File: src/rtl/mem_access_ctrl_if.sv
// Request/response handshake and data-memory bus of the MEM-stage load/store controller.
// The controller uses the slave modport; the requester/memory side uses master.
interface mem_access_ctrl_if #(
  parameter int ADDR_W = 8,
  parameter int DATA_W = 32
);
  logic              ReqValid;
  logic              ReqReady;
  logic              ReqWrite;
  logic [1:0]        ReqSize;
  logic              ReqSigned;
  logic [ADDR_W-1:0] ReqAddr;
  logic [DATA_W-1:0] ReqWData;
  logic              RspValid;
  logic [DATA_W-1:0] RspData;
  logic              RspError;
  logic              MemoryRead;
  logic              MemoryWrite;
  logic [ADDR_W-3:0] Address;
  logic [DATA_W-1:0] WriteData;
  logic [DATA_W-1:0] ReadData;

  modport slave (
    input  ReqValid, ReqWrite, ReqSize, ReqSigned, ReqAddr, ReqWData, ReadData,
    output ReqReady, RspValid, RspData, RspError, MemoryRead, MemoryWrite, Address, WriteData
  );

  modport master (
    output ReqValid, ReqWrite, ReqSize, ReqSigned, ReqAddr, ReqWData, ReadData,
    input  ReqReady, RspValid, RspData, RspError, MemoryRead, MemoryWrite, Address, WriteData
  );
endinterface

File: src/rtl/mem_access_ctrl.sv
// Byte/half/word load-store controller for a single-port 64x32 data memory.
// Sub-word stores are done as read-modify-write; loads sign/zero-extend the addressed lane.
module mem_access_ctrl #(
  parameter int ADDR_W = 8,
  parameter int DATA_W = 32
) (
  input  logic             Clock,
  input  logic             ResetN,
  mem_access_ctrl_if.slave bus
);
  localparam int WA_W = ADDR_W - 2;

  typedef enum logic [2:0] {
    IDLE    = 3'd0,
    RD      = 3'd1,
    LD_DONE = 3'd2,
    MERGE   = 3'd3,
    WR      = 3'd4,
    ST_DONE = 3'd5,
    ERR     = 3'd6
  } state_t;

  state_t            state_q;
  logic              write_q;
  logic              signed_q;
  logic [1:0]        size_q;
  logic [1:0]        lane_q;
  logic [WA_W-1:0]   addr_q;
  logic [DATA_W-1:0] st_data_q;
  logic [DATA_W-1:0] wr_data_q;

  logic              req_err_d;
  logic [7:0]        byte_sel_d;
  logic [15:0]       half_sel_d;
  logic [DATA_W-1:0] load_data_d;
  logic [DATA_W-1:0] merge_data_d;

  always_comb begin
    req_err_d = 1'b0;
    case (bus.ReqSize)
      2'b00:   req_err_d = 1'b0;
      2'b01:   req_err_d = bus.ReqAddr[0];
      2'b10:   req_err_d = |bus.ReqAddr[1:0];
      default: req_err_d = 1'b1;
    endcase
  end

  always_comb begin
    byte_sel_d  = bus.ReadData[{lane_q, 3'b000} +: 8];
    half_sel_d  = bus.ReadData[{lane_q[1], 4'b0000} +: 16];
    load_data_d = bus.ReadData;
    case (size_q)
      2'b00:   load_data_d = {{(DATA_W-8){signed_q & byte_sel_d[7]}}, byte_sel_d};
      2'b01:   load_data_d = {{(DATA_W-16){signed_q & half_sel_d[15]}}, half_sel_d};
      default: load_data_d = bus.ReadData;
    endcase
  end

  // Only byte and half stores ever reach MERGE, so anything not a byte is a half.
  always_comb begin
    merge_data_d = bus.ReadData;
    if (size_q == 2'b00) begin
      merge_data_d[{lane_q, 3'b000} +: 8] = st_data_q[7:0];
    end else begin
      merge_data_d[{lane_q[1], 4'b0000} +: 16] = st_data_q[15:0];
    end
  end

  always_ff @(posedge Clock) begin
    if (!ResetN) begin
      state_q   <= IDLE;
      write_q   <= 1'b0;
      signed_q  <= 1'b0;
      size_q    <= 2'b00;
      lane_q    <= 2'b00;
      addr_q    <= '0;
      st_data_q <= '0;
      wr_data_q <= '0;
    end else begin
      case (state_q)
        IDLE: begin
          if (bus.ReqValid) begin
            write_q   <= bus.ReqWrite;
            signed_q  <= bus.ReqSigned;
            size_q    <= bus.ReqSize;
            lane_q    <= bus.ReqAddr[1:0];
            addr_q    <= bus.ReqAddr[ADDR_W-1:2];
            st_data_q <= bus.ReqWData;
            if (req_err_d) begin
              state_q <= ERR;
            end else if (bus.ReqWrite && bus.ReqSize == 2'b10) begin
              wr_data_q <= bus.ReqWData;
              state_q   <= WR;
            end else begin
              state_q <= RD;
            end
          end
        end
        RD:      state_q <= write_q ? MERGE : LD_DONE;
        LD_DONE: state_q <= IDLE;
        MERGE: begin
          wr_data_q <= merge_data_d;
          state_q   <= WR;
        end
        WR:      state_q <= ST_DONE;
        ST_DONE: state_q <= IDLE;
        ERR:     state_q <= IDLE;
        default: state_q <= IDLE;
      endcase
    end
  end

  // Enables are gated by ResetN so a reset asserted mid-operation kills them immediately.
  assign bus.ReqReady    = (state_q == IDLE);
  assign bus.MemoryRead  = ResetN && (state_q == RD);
  assign bus.MemoryWrite = ResetN && (state_q == WR);
  assign bus.RspValid    = ResetN && ((state_q == LD_DONE) || (state_q == ST_DONE) || (state_q == ERR));
  assign bus.RspError    = ResetN && (state_q == ERR);
  assign bus.RspData     = (ResetN && (state_q == LD_DONE)) ? load_data_d : '0;
  assign bus.Address     = addr_q;
  assign bus.WriteData   = wr_data_q;
endmodule

File: src/flat_wrapper.sv
// flat-port wrapper written by rule: the top's interface ports become plain ports
module mem_access_ctrl_flat 
#(
  parameter int ADDR_W = 8,
  parameter int DATA_W = 32
)
  (Clock, ResetN, bus_ReqValid, bus_ReqWrite, bus_ReqSize, bus_ReqSigned, bus_ReqAddr, bus_ReqWData, bus_ReadData, bus_ReqReady, bus_RspValid, bus_RspData, bus_RspError, bus_MemoryRead, bus_MemoryWrite, bus_Address, bus_WriteData);
  mem_access_ctrl_if #(.ADDR_W(ADDR_W), .DATA_W(DATA_W)) bus_i ();
  input  logic Clock;
  input  logic ResetN;
  input wire logic [$bits(bus_i.ReqValid)-1:0] bus_ReqValid;
  input wire logic [$bits(bus_i.ReqWrite)-1:0] bus_ReqWrite;
  input wire logic [$bits(bus_i.ReqSize)-1:0] bus_ReqSize;
  input wire logic [$bits(bus_i.ReqSigned)-1:0] bus_ReqSigned;
  input wire logic [$bits(bus_i.ReqAddr)-1:0] bus_ReqAddr;
  input wire logic [$bits(bus_i.ReqWData)-1:0] bus_ReqWData;
  input wire logic [$bits(bus_i.ReadData)-1:0] bus_ReadData;
  output wire logic [$bits(bus_i.ReqReady)-1:0] bus_ReqReady;
  output wire logic [$bits(bus_i.RspValid)-1:0] bus_RspValid;
  output wire logic [$bits(bus_i.RspData)-1:0] bus_RspData;
  output wire logic [$bits(bus_i.RspError)-1:0] bus_RspError;
  output wire logic [$bits(bus_i.MemoryRead)-1:0] bus_MemoryRead;
  output wire logic [$bits(bus_i.MemoryWrite)-1:0] bus_MemoryWrite;
  output wire logic [$bits(bus_i.Address)-1:0] bus_Address;
  output wire logic [$bits(bus_i.WriteData)-1:0] bus_WriteData;
  assign bus_i.ReqValid = bus_ReqValid;
  assign bus_i.ReqWrite = bus_ReqWrite;
  assign bus_i.ReqSize = bus_ReqSize;
  assign bus_i.ReqSigned = bus_ReqSigned;
  assign bus_i.ReqAddr = bus_ReqAddr;
  assign bus_i.ReqWData = bus_ReqWData;
  assign bus_i.ReadData = bus_ReadData;
  assign bus_ReqReady = bus_i.ReqReady;
  assign bus_RspValid = bus_i.RspValid;
  assign bus_RspData = bus_i.RspData;
  assign bus_RspError = bus_i.RspError;
  assign bus_MemoryRead = bus_i.MemoryRead;
  assign bus_MemoryWrite = bus_i.MemoryWrite;
  assign bus_Address = bus_i.Address;
  assign bus_WriteData = bus_i.WriteData;
  mem_access_ctrl #(.ADDR_W(ADDR_W), .DATA_W(DATA_W)) u_core (.Clock(Clock), .ResetN(ResetN), .bus(bus_i));
endmodule
File: config.mk
export PLATFORM = sky130hd
export DESIGN_NAME = mem_access_ctrl_flat
export DESIGN_NICKNAME = d
export VERILOG_FILES = /design/src/rtl/mem_access_ctrl_if.sv /design/src/rtl/mem_access_ctrl.sv /design/src/flat_wrapper.sv
export SDC_FILE = /design/constraint.sdc
export NUM_CORES = 1
export LEC_CHECK = 0
export ABC_AREA = 1
export CAP_MARGIN = 20
export CORE_UTILIZATION = 52
export CTS_CLUSTER_SIZE = 8
export DETAILED_ROUTE_END_ITERATION = 10
export PLACE_DENSITY_LB_ADDON = 0.2
export SLEW_MARGIN = 20
export SYNTH_ARGS = -nofsm -noshare
export SYNTH_HDL_FRONTEND = slang
export SYNTH_SLANG_ARGS = --single-unit
File: constraint.sdc
create_clock -name Clock -period 4 [get_ports Clock]
set_input_delay 1.2 -clock Clock [delete_from_list [all_inputs] [get_ports Clock]]
set_output_delay 1.2 -clock Clock [all_outputs]
set_load 0.03 [all_outputs]
==> run summary, run 1 <==
Mapped Nets = 1000
Leak Pwr = 3.38 nW
routed wire length = 16000 um
Fin. Hold Viols = 0
first-pass GRT wire length = 25700 um
register share of total power = 30.4%
Clock Latency Late Sink = 0.33 ns
routed vias/inst = 5.17
Detail Route Antenna Nets = 0
post-DP HPWL = 11700 um
Chip Height = 100 um
vias in the first global route = 5479
initial core utilization = 54.0%
post-layout util = 71.7%
Switching Power = 0.00124 W
IO Count = 154
CTS tree = built
fill count = 865
Seq cells post-synth = 63
gpl congestion = 0.921
Clock Skew = 0.0109 ns
multi-input combinational cell area = 0.00322 mm^2
maximum VDD drop = 0.000285 V
Mapped Area = 0.00501 mm^2
Fmax achieved = 0.257 GHz
total CTS buffers = 9
largest net degree at the start of global routing = 66
Worst setup EP type = primary output
final setup violation count = 0
Max Slew Vio Count = 0
Die X = 100 um
Ys Warns = 0
H-tree depth = 3
FP Rows = 35
period utilisation layout = 97.4%
Max-Cap Viols = 0
First DRT Iteration DRCs = 382
crit path kind = input pin to primary output
n_diodes = 0
data arrival time of the critical path = 2.70 ns
R2R Setup Slk = 1.40 ns
post-DR wirelength/cell = 13.6 um
area delta synth->final = 32.9%
Int Power = 0.00153 W
min cycle time layout = 3.90 ns
initial antenna violation count = 0
Worst Path Required = 2.80 ns
root buffer cell = clkbuf_8
drt pass-1 iters = 5
Slew HR = 57.5%
GRT Util Overall = 32.3%
register area = 0.00126 mm^2
power density over cell area = 415 mW/mm^2
port buffer count = 153
CP max FO = 16
Clock Path Buffers = 2
clock-pin slew on the worst setup and hold paths = 0.06 ns
crit start category = input pin
post-synthesis cell count = 916
Netlist cell types = 27
clock share of power = 19.2%
status = finished clean
share of cells above drive strength 1 = 7.95%
Post-Route Setup TNS = 0 ns
vias after detailed routing = 6063
sw frac = 44.7%
Mapped Avg Cell Area = 5.47 um^2
# nets final = 1125
combinational cell fraction of total power = 50.4%
worst min path class = flop to flop
die area = 0.0100 mm^2
placeable core area = 0.00928 mm^2
drt drc = 0
Worst-Margin Slew = 0.638 ns
Congestion Overflow GR = 0
share of the yosys chip area belonging to registers = 25.2%
RSZ-0062 raised after global routing = false
Num Clock Sinks = 63
## cell usage in the layout (no fill, tap or decap), types with 3 or more instances in the layout
master | Yosys | routed
nand2_1 | 352 | 352
a21oi_1 | 41 | 41
nor2_2 | 2 | 3
nor2_4 | 3 | 3
inv_1 | 70 | 70
nand3_1 | 53 | 53
nor2_1 | 164 | 163
inv_2 | 3 | 3
o211ai_1 | 15 | 15
nand2_2 | 4 | 3
ha_1 | 5 | 5
buf_4 | 1 | 50
dfxtp_1 | 63 | 62
clkinv_1 | 4 | 4
clkdlybuf4s50_1 | 0 | 116
nand3b_1 | 40 | 40
clkbuf_8 | 0 | 10
o21ai_0 | 36 | 36
## worst max-delay path, stage by stage
cell and delay (ns):
clkdlybuf4s50_1 0.53, nand2_1 0.08, nand2_1 0.10, nand2_1 0.07, nand2_2 0.09, nand2_4 0.09
nand3_2 0.13, nand2_8 0.11, nor2_1 0.13, buf_4 0.17
## layer usage
layer / up-vias / share of wire [%] / GRT usage (%)
li1: 3100 / - / -
met1: 2686 / 41 / 39.2
met2: 232 / 48 / 55.1
met3: 45 / 7.2 / 6.96
met4: 0 / 3.8 / 13.6
met5: - / 0 / 0
## synth_stat cells (all sizes together)
master    n  area share, %
buf      28            3.3
clkinv    4           0.30
nand2   357             27
ha        5            1.2
and2      1           0.12
clkbuf   25            1.9
a21oi    41            4.1
o21ai    37            3.7
nor2    169             13
o21a      2           0.30
nand3b   40            6.0
nor3      1           0.20
o211ai   15            2.2
inv      73            5.5
nand3    55            5.7
dfxtp    63             25
## state kept, by name, summed over array words and instances (netlist names)
| name | count |
|---|---|
| u_core.size_q | 2 |
| u_core.signed_q | 1 |
| u_core.st_data_q | 16 |
| u_core.bus.WriteData | 32 |
| u_core.lane_q | 2 |
| u_core.state_q | 3 |
| u_core.write_q | 1 |
| u_core.bus.Address | 6 |
## area by class of cell
type | instances | share of cell area, %
multi-input combinational | 723 | 48.3
inverter | 77 | 4.34
timing repair buffer | 167 | 23.2
tap | 129 | 2.42
clock buffer | 10 | 2.07
clock inverter | 4 | 0.714
sequential | 63 | 19.0
## power groups by stage
stage / Combinational, W / Sequential [W] / Clock (W)
2_1_floorplan: 0.000925 / 0.000883 / 0
3_3_place_gp: 0.00135 / 0.000848 / 0
3_5_place_dp: 0.00137 / 0.000848 / 0
4_1_cts: 0.00137 / 0.000835 / 0.000536
5_1_grt: 0.00155 / 0.000853 / 0.000563
6_report: 0.00139 / 0.000840 / 0.000530
## stage by stage
stage               setup slack (ns)  power [W]  hold slack, ns  cells  cell area (um^2)
floorplan                      0.352    0.00181           0.430    916              5010
global placement              0.0828    0.00220           0.449   1159              6460
detailed placement            0.0146    0.00221           0.454   1159              6460
CTS                          0.00243    0.00274           0.463   1173              6640
global route                  0.0128    0.00296           0.484   1173              6660
finish                         0.102    0.00276           0.468   1173              6660
## path summary, 6_finish.rpt
kind / endpoint / cells after the start / from
setup / recovery: bus_RspData[31] / 10 / bus_ReadData[7]
hold / removal: u_core.write_q / 2 / u_core.write_q
setup reg to reg: u_core.bus.WriteData[20] / 10 / u_core.lane_q[1]
hold reg to reg: u_core.write_q / 2 / u_core.write_q
## what timing repair did
item / CTS / global route
endpoints found under the hold margin: 0 / 0
endpoints found under the setup margin: 0 / 16
hold buffers: 0 / 0
gates resized for setup: 0 / 3
setup buffers: 0 / 0
## cells by family (layout without fill, tap and decap cells)
group	count (synthesis)	in the layout	share of synthesized area [%]
flip-flops	63	63	25.2
AO/OA/AOI/OAI	95	95	10.3
buffers and inverters	130	258	10.9
AND/OR/NAND/NOR	623	623	52.3
adder cells (fa/ha/maj)	5	5	1.25
Power figures use the tool's default switching activity.
==> run 2, diff against run 1 <==
--- a/config.mk
+++ b/config.mk
@@ -10,6 +10,7 @@
 export CORE_UTILIZATION = 52
 export CTS_CLUSTER_SIZE = 8
 export DETAILED_ROUTE_END_ITERATION = 10
+export GPL_ROUTABILITY_DRIVEN = 0
 export PLACE_DENSITY_LB_ADDON = 0.2
 export SLEW_MARGIN = 20
 export SYNTH_ARGS = -nofsm -noshare
==> run summary, run 2 (synthesis results as in run 1) <==
status = finished clean
min cycle time layout = 3.90 ns
Int Power = 0.00160 W
post-DR wirelength/cell = 13.5 um
Fmax achieved = 0.256 GHz
Cell Count, Final, Fillers Out = 1175
routed vias/inst = 5.18
total CTS buffers = 9
Max Slew Vio Count = 0
area delta synth->final = 33.9%
drt drc = 0
die area = 0.0100 mm^2
first-pass GRT wire length = 25500 um
crit path cell chain = clkdlybuf4s50_1, nand2_1, nand2_2, nand2_1, nand2_2, nand2_4, nand3_2, nand2_8, nor2_1, buf_4
Chip Height = 100 um
maximum VDD drop = 0.000328 V
register area = 0.00126 mm^2
Fin. Hold Viols = 0
Worst setup startpoint = bus_ReadData[31]
initial core utilization = 54.0%
WHS Endpoint = u_core.write_q
Largest delay share family, worst path = simple AND/OR/NAND/NOR gates
Max-Cap Viols = 0
initial antenna violation count = 0
placed cell areas = 0.00646 mm^2
power density over cell area = 429 mW/mm^2
Post-Route Setup TNS = 0 ns
clock-pin slew on the worst setup and hold paths = 0.08 ns
clock share of power = 22.3%
crit start category = input pin
Clock Latency Late Sink = 0.35 ns
Setup Slack @ Placement = 0.0405 ns
Num Clock Sinks = 63
drt pass-1 iters = 5
Detail Route Antenna Nets = 0
crit-path max cell delay = 0.48 ns
DP Cell Count = 1159
Worst-Margin Slew = 0.637 ns
post-DP HPWL = 11400 um
share of cells above drive strength 1 = 8.22%
fill count = 851
WHS Path Cells = 2
multi-input combinational cell area = 0.00322 mm^2
RSZ-0062 raised after global routing = false
vias after detailed routing = 6088
GRT Util Overall = 31.9%
port buffer count = 153
n_diodes = 0
largest net degree at the start of global routing = 65
combinational cell fraction of total power = 48.4%
H-tree depth = 3
most frequent cells in the layout = nand2_1, nor2_1, clkdlybuf4s50_1
Clock Skew = 0.00948 ns
max FFs per register = 32
R2R Setup Slk = 1.46 ns
IO Count = 154
FP Rows = 35
sw frac = 44.3%
Switching Power = 0.00127 W
# nets final = 1125
CP max stage cell = clkdlybuf4s50_1
beginning of the worst register-to-register path = u_core.lane_q[1]
First DRT Iteration DRCs = 452
commonest non-fill, non-tap cell in the layout = nand2_1
root buffer cell = clkbuf_8
data arrival time of the critical path = 2.70 ns
Worst Setup Slack, final = 0.0982 ns
WP buf/inv = 2
Worst setup EP type = primary output
hold wc startpoint = u_core.write_q
routed wire length = 15800 um
vias in the first global route = 5349
Worst Path Required = 2.80 ns
placeable core area = 0.00928 mm^2
Slew HR = 57.4%
register share of total power = 29.3%
Clock Path Buffers = 2
R2R depth = 12
CTS tree = built
CP max FO = 16
worst min path class = flop to flop
Congestion Overflow GR = 0
worst r2r dst = u_core.bus.WriteData[11]
final setup violation count = 0
Die X = 100 um
crit path kind = input pin to primary output
period utilisation layout = 97.5%
Leak Pwr = 3.41 nW
final instance area = 0.00671 mm^2
## run 2: what timing repair did
action	4_1_cts	5_1_grt
hold buffers	0	0
gates resized for setup	0	5
endpoints found under the setup margin	0	16
setup buffers	0	0
## run 2: layer usage
metal | vias up | routed length (um) | track usage (%)
li1 | 3099 | - | -
met1 | 2687 | 6550 | 40.5
met2 | 259 | 7640 | 53.4
met3 | 43 | 1060 | 5.01
met4 | 0 | 567 | 14.2
met5 | - | 0 | 0
## run 2: how the worst max path moves through the flow
stage | slack, ns | cells past startpoint | to
5_1_grt | 0.02 | 10 | bus_RspData[20]
6_report | 0.1 | 10 | bus_RspData[20]
3_5_place_dp | 0.04 | 10 | bus_RspData[20]
2_1_floorplan | 0.35 | 6 | bus_RspData[21]
3_3_place_gp | 0.10 | 10 | bus_RspData[26]
4_1_cts | 0.03 | 10 | bus_RspData[20]
## run 2: power by group through the flow
stage | registers, W | clock network [W] | logic, W
2_1_floorplan | 0.000883 | 0 | 0.000925
3_3_place_gp | 0.000851 | 0 | 0.00135
3_5_place_dp | 0.000852 | 0 | 0.00136
4_1_cts | 0.000838 | 0.000644 | 0.00137
5_1_grt | 0.000854 | 0.000669 | 0.00155
6_report | 0.000843 | 0.000641 | 0.00139
## run 2: layout make-up
cell class / count / area share, %
well taps: 129 / 2.41
clock buffers: 10 / 2.05
inverters: 77 / 4.31
flip-flops and latches: 63 / 18.8
repair buffers: 167 / 23.0
multi-input cells: 723 / 48.0
clock inverters: 6 / 1.38
## run 2: worst register-to-register path: stages, from the launching register on
cell,delay [ns]
dfxtp_2,0.67
inv_2,0.10
buf_4,0.27
ha_1,0.41
inv_1,0.10
nand2_1,0.06
nor2_1,0.36
nand2_1,0.12
nand2_1,0.08
nand2_1,0.08
nand2_1,0.10
nor2_1,0.05
nor2_1,0.08
## run 2: per-stage QoR
step / hold WS, ns / util (%) / power [W]
2_1_floorplan: 0.430 / - / 0.00181
3_3_place_gp: 0.451 / 69.5 / 0.00220
3_5_place_dp: 0.455 / 69.5 / 0.00221
4_1_cts: 0.466 / 72.0 / 0.00285
5_1_grt: 0.509 / 72.3 / 0.00307
6_report: 0.464 / 72.3 / 0.00287
==> run 3, diff against run 2 <==
--- a/config.mk
+++ b/config.mk
@@ -12,6 +12,7 @@
 export DETAILED_ROUTE_END_ITERATION = 10
 export GPL_ROUTABILITY_DRIVEN = 0
 export PLACE_DENSITY_LB_ADDON = 0.2
+export SETUP_SLACK_MARGIN = 0.3
 export SLEW_MARGIN = 20
 export SYNTH_ARGS = -nofsm -noshare
 export SYNTH_HDL_FRONTEND = slang
==> run summary, run 3 (synthesis results as in run 1) <==
status = finished clean
root buffer cell = clkbuf_8
vias after detailed routing = 6173
hold wc startpoint = u_core.write_q
CTS tree = built
H-tree depth = 3
Clock Latency Late Sink = 0.35 ns
GRT Util Overall = 32.7%
area delta synth->final = 35.0%
routed wire length = 16200 um
drt pass-1 iters = 5
beginning of the worst register-to-register path = u_core.lane_q[1]
WP buf/inv = 3
Leak Pwr = 3.47 nW
RSZ-0062 raised after global routing = true
n_diodes = 0
Fin. Hold Viols = 0
instance count on the critical path = 8
first-pass GRT wire length = 26100 um
Clock Skew = 0.00877 ns
Largest delay share family, worst path = buffers and inverters
final setup violation count = 0
register share of total power = 29.1%
FP Rows = 35
DP Cell Count = 1159
Max Slew Vio Count = 0
R2R Setup Slk = 1.47 ns
Die X = 100 um
placeable core area = 0.00928 mm^2
Num Clock Sinks = 63
Worst-Margin Slew = 0.633 ns
crit-path max cell delay = 0.57 ns
Worst setup startpoint = bus_ReadData[24]
CP max FO = 4
min cycle time layout = 3.67 ns
most frequent CP cell = nand2_1
Worst setup EP type = primary output
crit path cell chain = clkdlybuf4s50_1, nand2_1, nand2_1, nand2_1, o211ai_1, nand2_1, inv_1, buf_4
most frequent cells in the layout = nand2_1, nor2_1, clkdlybuf4s50_1
die area = 0.0100 mm^2
power density over cell area = 429 mW/mm^2
CP endpoint = bus_RspData[0]
clock share of power = 22.0%
vias in the first global route = 5473
sw frac = 44.5%
post-DR wirelength/cell = 13.8 um
commonest non-fill, non-tap cell in the layout = nand2_1
initial antenna violation count = 0
Clock Path Buffers = 2
period utilisation layout = 91.7%
Max-Cap Viols = 0
Int Power = 0.00161 W
share of cells above drive strength 1 = 8.67%
Post-Route Setup TNS = 0 ns
routed vias/inst = 5.24
Worst Path Required = 2.80 ns
worst r2r dst = u_core.bus.WriteData[11]
drt drc = 0
total CTS buffers = 9
port buffer count = 153
fill count = 846
maximum VDD drop = 0.000332 V
Chip Height = 100 um
crit start category = input pin
crit path kind = input pin to primary output
clock-pin slew on the worst setup and hold paths = 0.07 ns
data arrival time of the critical path = 2.47 ns
CP max stage cell = clkdlybuf4s50_1
R2R depth = 12
Worst Setup Slack, final = 0.332 ns
Detail Route Antenna Nets = 0
Cell Count, Final, Fillers Out = 1179
largest net degree at the start of global routing = 65
Slew HR = 57.6%
initial core utilization = 54.0%
Fmax achieved = 0.273 GHz
Switching Power = 0.00129 W
IO Count = 154
combinational cell fraction of total power = 48.8%
Congestion Overflow GR = 0
max FFs per register = 32
First DRT Iteration DRCs = 592
Hold Worst Slack = 0.467 ns
# nets final = 1129
post-DP HPWL = 11400 um
worst min path class = flop to flop
post-layout util = 72.9%
Setup Slack @ Placement = 0.0405 ns
[run 3: layer usage]
layer,vias to the layer above,GRT usage [%],part of all wire (%),routed length [um]
met1,2740,41.0,40,6560
met3,54,5.15,7.5,1220
met2,271,54.8,48,7810
li1,3108,-,-,-
met4,0,15.6,4.0,643
met5,-,0,0,0
[run 3: worst reg2reg max path, delay by kind of cell (launching register included)]
family	cells	cell delay, ns
and+or+nand+nor	8	0.93
buffers and inverters	3	0.47
DFF	1	0.66
adders and majority gates	1	0.40
[run 3: power groups by stage]
stage	Combinational (W)	Clock [W]	Sequential [W]
3_3_place_gp	0.00135	0	0.000851
6_report	0.00142	0.000639	0.000846
2_1_floorplan	0.000925	0	0.000883
5_1_grt	0.00157	0.000669	0.000855
4_1_cts	0.00140	0.000644	0.000838
3_5_place_dp	0.00136	0	0.000852
[run 3: cell type report]
type	instances	area, um^2	area share [%]
clock buffer	10	138	2.03
clock inverter	6	92.6	1.37
inverter	77	292	4.31
multi-input combinational	724	3250	48.0
sequential	63	1260	18.7
tap	129	161	2.39
timing repair buffer	170	1570	23.2
[run 3: metrics by stage]
step                total power, W  area (um^2)
finish                     0.00290         6760
global route               0.00310         6760
CTS                        0.00288         6740
detailed placement         0.00221         6460
global placement           0.00220         6460
floorplan                  0.00181         5010
[run 3: how the worst min path moves through the flow]
stage / to / cells after the start
global route: u_core.write_q / 2
global placement: u_core.write_q / 2
detailed placement: u_core.write_q / 2
floorplan: u_core.write_q / 2
finish: u_core.write_q / 2
CTS: u_core.write_q / 2
[run 3: timing repair]
action,4_1_cts,5_1_grt
buffers inserted,3,0
cloned,1,0
resized for setup,11,8
pin swaps,5,0
endpoints found under the setup margin,16,19
hold buffers,0,0
